===== config.mk =====
export PLATFORM = sky130hd
export DESIGN_NAME = dmem_arbiter
export DESIGN_NICKNAME = d
export VERILOG_FILES = /design/src/rtl/dmem_arbiter.sv
export SDC_FILE = /design/constraint.sdc
export NUM_CORES = 1
export LEC_CHECK = 0
export BUFFER_PORTS_ARGS = -buffer_cell sky130_fd_sc_hd__buf_4
export CAP_MARGIN = 20
export CELL_PAD_IN_SITES_DETAIL_PLACEMENT = 0
export CELL_PAD_IN_SITES_GLOBAL_PLACEMENT = 2
export CORE_MARGIN = 2
export CORE_UTILIZATION = 21
export DETAILED_ROUTE_END_ITERATION = 8
export PLACE_DENSITY = 0.77
export SYNTH_ARGS = -nofsm -noshare
export SYNTH_HDL_FRONTEND = slang
export SYNTH_SLANG_ARGS = --single-unit

===== constraint.sdc =====
create_clock -name clk -period 1.4 [get_ports clk]
set_input_delay 0.21 -clock clk [delete_from_list [all_inputs] [get_ports clk]]
set_output_delay 0.21 -clock clk [all_outputs]
set_load 0.02 [all_outputs]

===== src/rtl/dmem_arbiter.sv =====
// Round-robin two-port arbiter/sequencer in front of a single-port data memory.
// Ports: clk/reset; req/we/addr/wdata per requester; ack/err pulses, rdata, busy;
//        MemWrite/MemRead/address/writeData to memory, readData from memory.
module dmem_arbiter #(
   parameter int ADDR_W    = 32,
   parameter int DATA_W    = 32,
   parameter int MEM_WORDS = 256
) (
   input  logic              clk,
   input  logic              reset,
   input  logic              req0,
   input  logic              req1,
   input  logic              we0,
   input  logic              we1,
   input  logic [ADDR_W-1:0] addr0,
   input  logic [ADDR_W-1:0] addr1,
   input  logic [DATA_W-1:0] wdata0,
   input  logic [DATA_W-1:0] wdata1,
   output logic              ack0,
   output logic              ack1,
   output logic              err0,
   output logic              err1,
   output logic [DATA_W-1:0] rdata,
   output logic              busy,
   output logic              MemWrite,
   output logic              MemRead,
   output logic [ADDR_W-1:0] address,
   output logic [DATA_W-1:0] writeData,
   input  logic [DATA_W-1:0] readData
);

   typedef enum logic [1:0] {IDLE, ACCESS, RESP} state_t;

   localparam logic [ADDR_W-3:0] WORDS_LIM = (ADDR_W-2)'(MEM_WORDS);

   state_t            state_q, state_d;
   logic              last_q, last_d;
   logic              id_q, id_d;
   logic              we_q, we_d;
   logic              bad_q, bad_d;
   logic [ADDR_W-1:0] addr_q, addr_d;
   logic [DATA_W-1:0] wdata_q, wdata_d;
   logic [DATA_W-1:0] rdata_q, rdata_d;
   logic              ack0_q, ack0_d;
   logic              ack1_q, ack1_d;
   logic              err0_q, err0_d;
   logic              err1_q, err1_d;
   logic              win;
   logic [ADDR_W-1:0] sel_addr;

   always_ff @(posedge clk) begin
      if (reset) begin
         state_q <= IDLE;
         last_q  <= 1'b1;
         id_q    <= 1'b0;
         we_q    <= 1'b0;
         bad_q   <= 1'b0;
         addr_q  <= '0;
         wdata_q <= '0;
         rdata_q <= '0;
         ack0_q  <= 1'b0;
         ack1_q  <= 1'b0;
         err0_q  <= 1'b0;
         err1_q  <= 1'b0;
      end else begin
         state_q <= state_d;
         last_q  <= last_d;
         id_q    <= id_d;
         we_q    <= we_d;
         bad_q   <= bad_d;
         addr_q  <= addr_d;
         wdata_q <= wdata_d;
         rdata_q <= rdata_d;
         ack0_q  <= ack0_d;
         ack1_q  <= ack1_d;
         err0_q  <= err0_d;
         err1_q  <= err1_d;
      end
   end

   always_comb begin
      state_d  = state_q;
      last_d   = last_q;
      id_d     = id_q;
      we_d     = we_q;
      bad_d    = bad_q;
      addr_d   = addr_q;
      wdata_d  = wdata_q;
      rdata_d  = rdata_q;
      ack0_d   = 1'b0;
      ack1_d   = 1'b0;
      err0_d   = 1'b0;
      err1_d   = 1'b0;
      win      = 1'b0;
      sel_addr = '0;
      unique case (state_q)
         IDLE: begin
            if (req0 || req1) begin
               // On contention the port that was not granted last wins.
               win      = (req0 && req1) ? ~last_q : req1;
               sel_addr = win ? addr1 : addr0;
               id_d     = win;
               last_d   = win;
               we_d     = win ? we1 : we0;
               addr_d   = sel_addr;
               wdata_d  = win ? wdata1 : wdata0;
               bad_d    = (sel_addr[1:0] != 2'b00) ||
                          (sel_addr[ADDR_W-1:2] >= WORDS_LIM);
               state_d  = ACCESS;
            end
         end
         ACCESS: begin
            if (!we_q && !bad_q) rdata_d = readData;
            ack0_d  = !bad_q && !id_q;
            ack1_d  = !bad_q &&  id_q;
            err0_d  =  bad_q && !id_q;
            err1_d  =  bad_q &&  id_q;
            state_d = RESP;
         end
         RESP: state_d = IDLE;
         default: state_d = IDLE;
      endcase
   end

   // Strobes are gated by reset so an interrupted write never lands.
   assign MemWrite  = (state_q == ACCESS) && we_q && !bad_q && !reset;
   assign MemRead   = (state_q == ACCESS) && !we_q && !bad_q && !reset;
   assign address   = addr_q;
   assign writeData = wdata_q;
   assign rdata     = rdata_q;
   assign busy      = (state_q != IDLE);
   assign ack0      = ack0_q;
   assign ack1      = ack1_q;
   assign err0      = err0_q;
   assign err1      = err1_q;

endmodule

==> impl_metrics.ini <==
[finish]
nNetsFinal = 969
final_cells = 1083
drive_gt1_frac = 0.545
syn_to_final_growth_pct = 89.0
diodes = 0

[timing]
finalHoldViolations = 0
fin_crit_sh = 1.16
rsz0062_at_grt = true
worst-slew-pin-transition_ns = 0.340
fin_worst_skew_ns = 0.00655
relSlewSlack = 0.771
fmax_mhz = 614
fin_crit_ns = 1.63
setup_viol = 86
finalMaxSlewViolations = 0
whs_ns = 0.0988
setup_slack_ns = -0.229

[power_and_ir_drop]
p_leak_nw = 3.70
p_per_area_nw_per_um2 = 1110
p_total_w = 0.00936
ir_drop_v = 0.000599

[logic_synthesis]
yosys_warnings = 0
syn_avg_cell_area_sq_um = 9.29
synthXorXnorAreaFrac = 0
ys_seq_elements = 106
synthCells = 481
synth_area_leaders = dfxtp_1 (47%), mux2i_1 (15%), a211oi_1 (7.7%)
synthTopCellsByCount = dfxtp_1 (106), nor2_1 (71), nand2_1 (68)
yosys.area.top_type_share = 0.475
synth_fa_ha_area_frac = 0
syn_area_sq_um = 4470
synthSimpleGateAreaFrac = 0.158
synth_flop_cell = dfxtp_1
synth.most_common_cell = dfxtp_1
synth_top_family_by_area = compound AO/OA/AOI/OAI gates
yosysSeqAreaShare = 0.475
synth_compound_area_frac = 0.174
synth_area_leader_cell = dfxtp_1
muxShareOfSynthArea = 0.146
ys_types = 27
synthArstFlopShare = 0
syn_nets = 647
synth_edf_count = 0

[clock_network]
cts-root-buf = clkbuf_16
clk_pin_slew_worst_paths_ns = 0.08
cts_buffers = 9
cts.sinks = 106
htreeDepth = 3
clockBufferDepth = 2
cts_tree = built
clk_latency_ns = 0.35

[placement]
io_buffers = 268
gp_congestion = 0.731
dp_cells = 1026
hpwlAfterDp_um = 11800

[die]
start_util = 0.213
die_h_um = 150
fp-row-count = 53
die_w_um = 150
core-area_sq_um = 21000
num_io_pins = 269
die_area_sq_um = 22500

[global_routing]
grt_max_degree = 59
grt_first_pass_wirelength_um = 24200
gr-usage-met2 = 0.235
grt_pass1_vias = 4460
track_usage = 0.138
grt-busiest-layer = met2
use_met1 = 0.167
grt_use_met3 = 0.0506
antenna_found_initial = 0
grt_overflow = 0

[route]
ant_nets = 0
dr.pass1.iters = 4
wirelength_um = 17800
drc_errors = 0
post_drt_via_cell_ratio = 4.37
drt_iter0_markers = 113
wl_per_cell_um = 16.4
vias = 4731

[outcome]
violations = setup timing
status = complete, but fails checks

[worst_setup_path]
start_kind = register
path_max_fanout = 2
critPathKind = reg -> out
crit_arrival_ns = 1.42
cp.required_ns = 1.19
cp-end-kind = output port

[job]
drv_cap = 0

[hold_path]
min_path_type = in -> reg
==> layout make-up <==
type | count | area (sq um)
fillers | 2138 | 12500
repair buffers | 352 | 3260
multi-input cells | 334 | 2390
flip-flops and latches | 106 | 2130
well taps | 275 | 344
clock buffers | 10 | 239
clock inverters | 6 | 87.6
==> registers in the layout (all words and copies together), names as in the netlist, 2 cells and up <==
register,count
rdata,32
state_q,2
address,32
writeData,32
==> final timing paths <==
| check | start | end | depth (start not counted) | slack (ns) |
|---|---|---|---|---|
| setup / recovery | state_q[1]$_SDFFE_PP0P_ | MemRead | 4 | -0.23 |
| hold / removal | readData[28] | rdata[28]$_SDFFE_PP0P_ | 3 | 0.1 |
| setup reg to reg | state_q[1]$_SDFFE_PP0P_ | rdata[15]$_SDFFE_PP0P_ | 7 | -0.13 |
| hold reg to reg | rdata[4]$_SDFFE_PP0P_ | rdata[4]$_SDFFE_PP0P_ | 2 | 0.45 |
==> placed cells by master (no fill, tap or decap), drive strengths merged, types with 2 or more instances in the layout <==
| master | n |
|---|---|
| nand4 | 2 |
| clkbuf | 23 |
| bufinv | 2 |
| or2 | 2 |
| buf | 339 |
| nor2 | 72 |
| nand2 | 68 |
| and2 | 2 |
| mux2i | 65 |
| nor3 | 2 |
| clkinv | 3 |
| a211oi | 66 |
| dfxtp | 106 |
| a21oi | 34 |
| nor4 | 13 |
==> critical path, cell delays in order, from the launching register on <==
cell,delay (ns)
dfxtp_2,0.32
nand2b_4,0.13
or3_4,0.40
nor2_4,0.10
buf_6,0.12
==> what timing repair did <==
action                                 in CTS  in global routing
resized for setup                           8                 98
pin swaps                                   2                 49
setup buffers                               6                 20
hold buffers                                0                  0
setup endpoints to repair                  31                 86
cloned                                      1                 15
endpoints found under the hold margin       0                  0
==> per-layer routing <==
layer	share of wire	vias up
met5	0	-
met4	0.0090	0
met3	0.074	12
met2	0.48	155
met1	0.43	2215
li1	-	2349
==> where the power goes <==
group	leakage [nW]	total, W	switching [W]	internal [W]
clock	0.163	0.00283	0.00121	0.00162
combinational	2.66	0.00307	0.00142	0.00165
sequential	0.875	0.00346	0.000160	0.00330
==> through the flow <==
stage                     setup TNS, ns  area, sq um  setup WS [ns]   util
after floorplan                -0.00676         4490       -0.00676      -
after global placement          -0.0240         7120        -0.0140  0.340
after detailed placement        -0.0234         7120       -0.00862  0.340
after CTS                         -2.03         7560         -0.307  0.361
after global routing             -11.97         8450         -0.315  0.403
final                             -5.99         8450         -0.229  0.403
==> cell families after synthesis <==
logic type,after synthesis
multiplexers,65
AO/OA/AOI/OAI,102
AND/OR/NAND/NOR,167
buffers and inverters,41
flip-flops,106
Note: power is estimated with default switching activity, not from simulation.
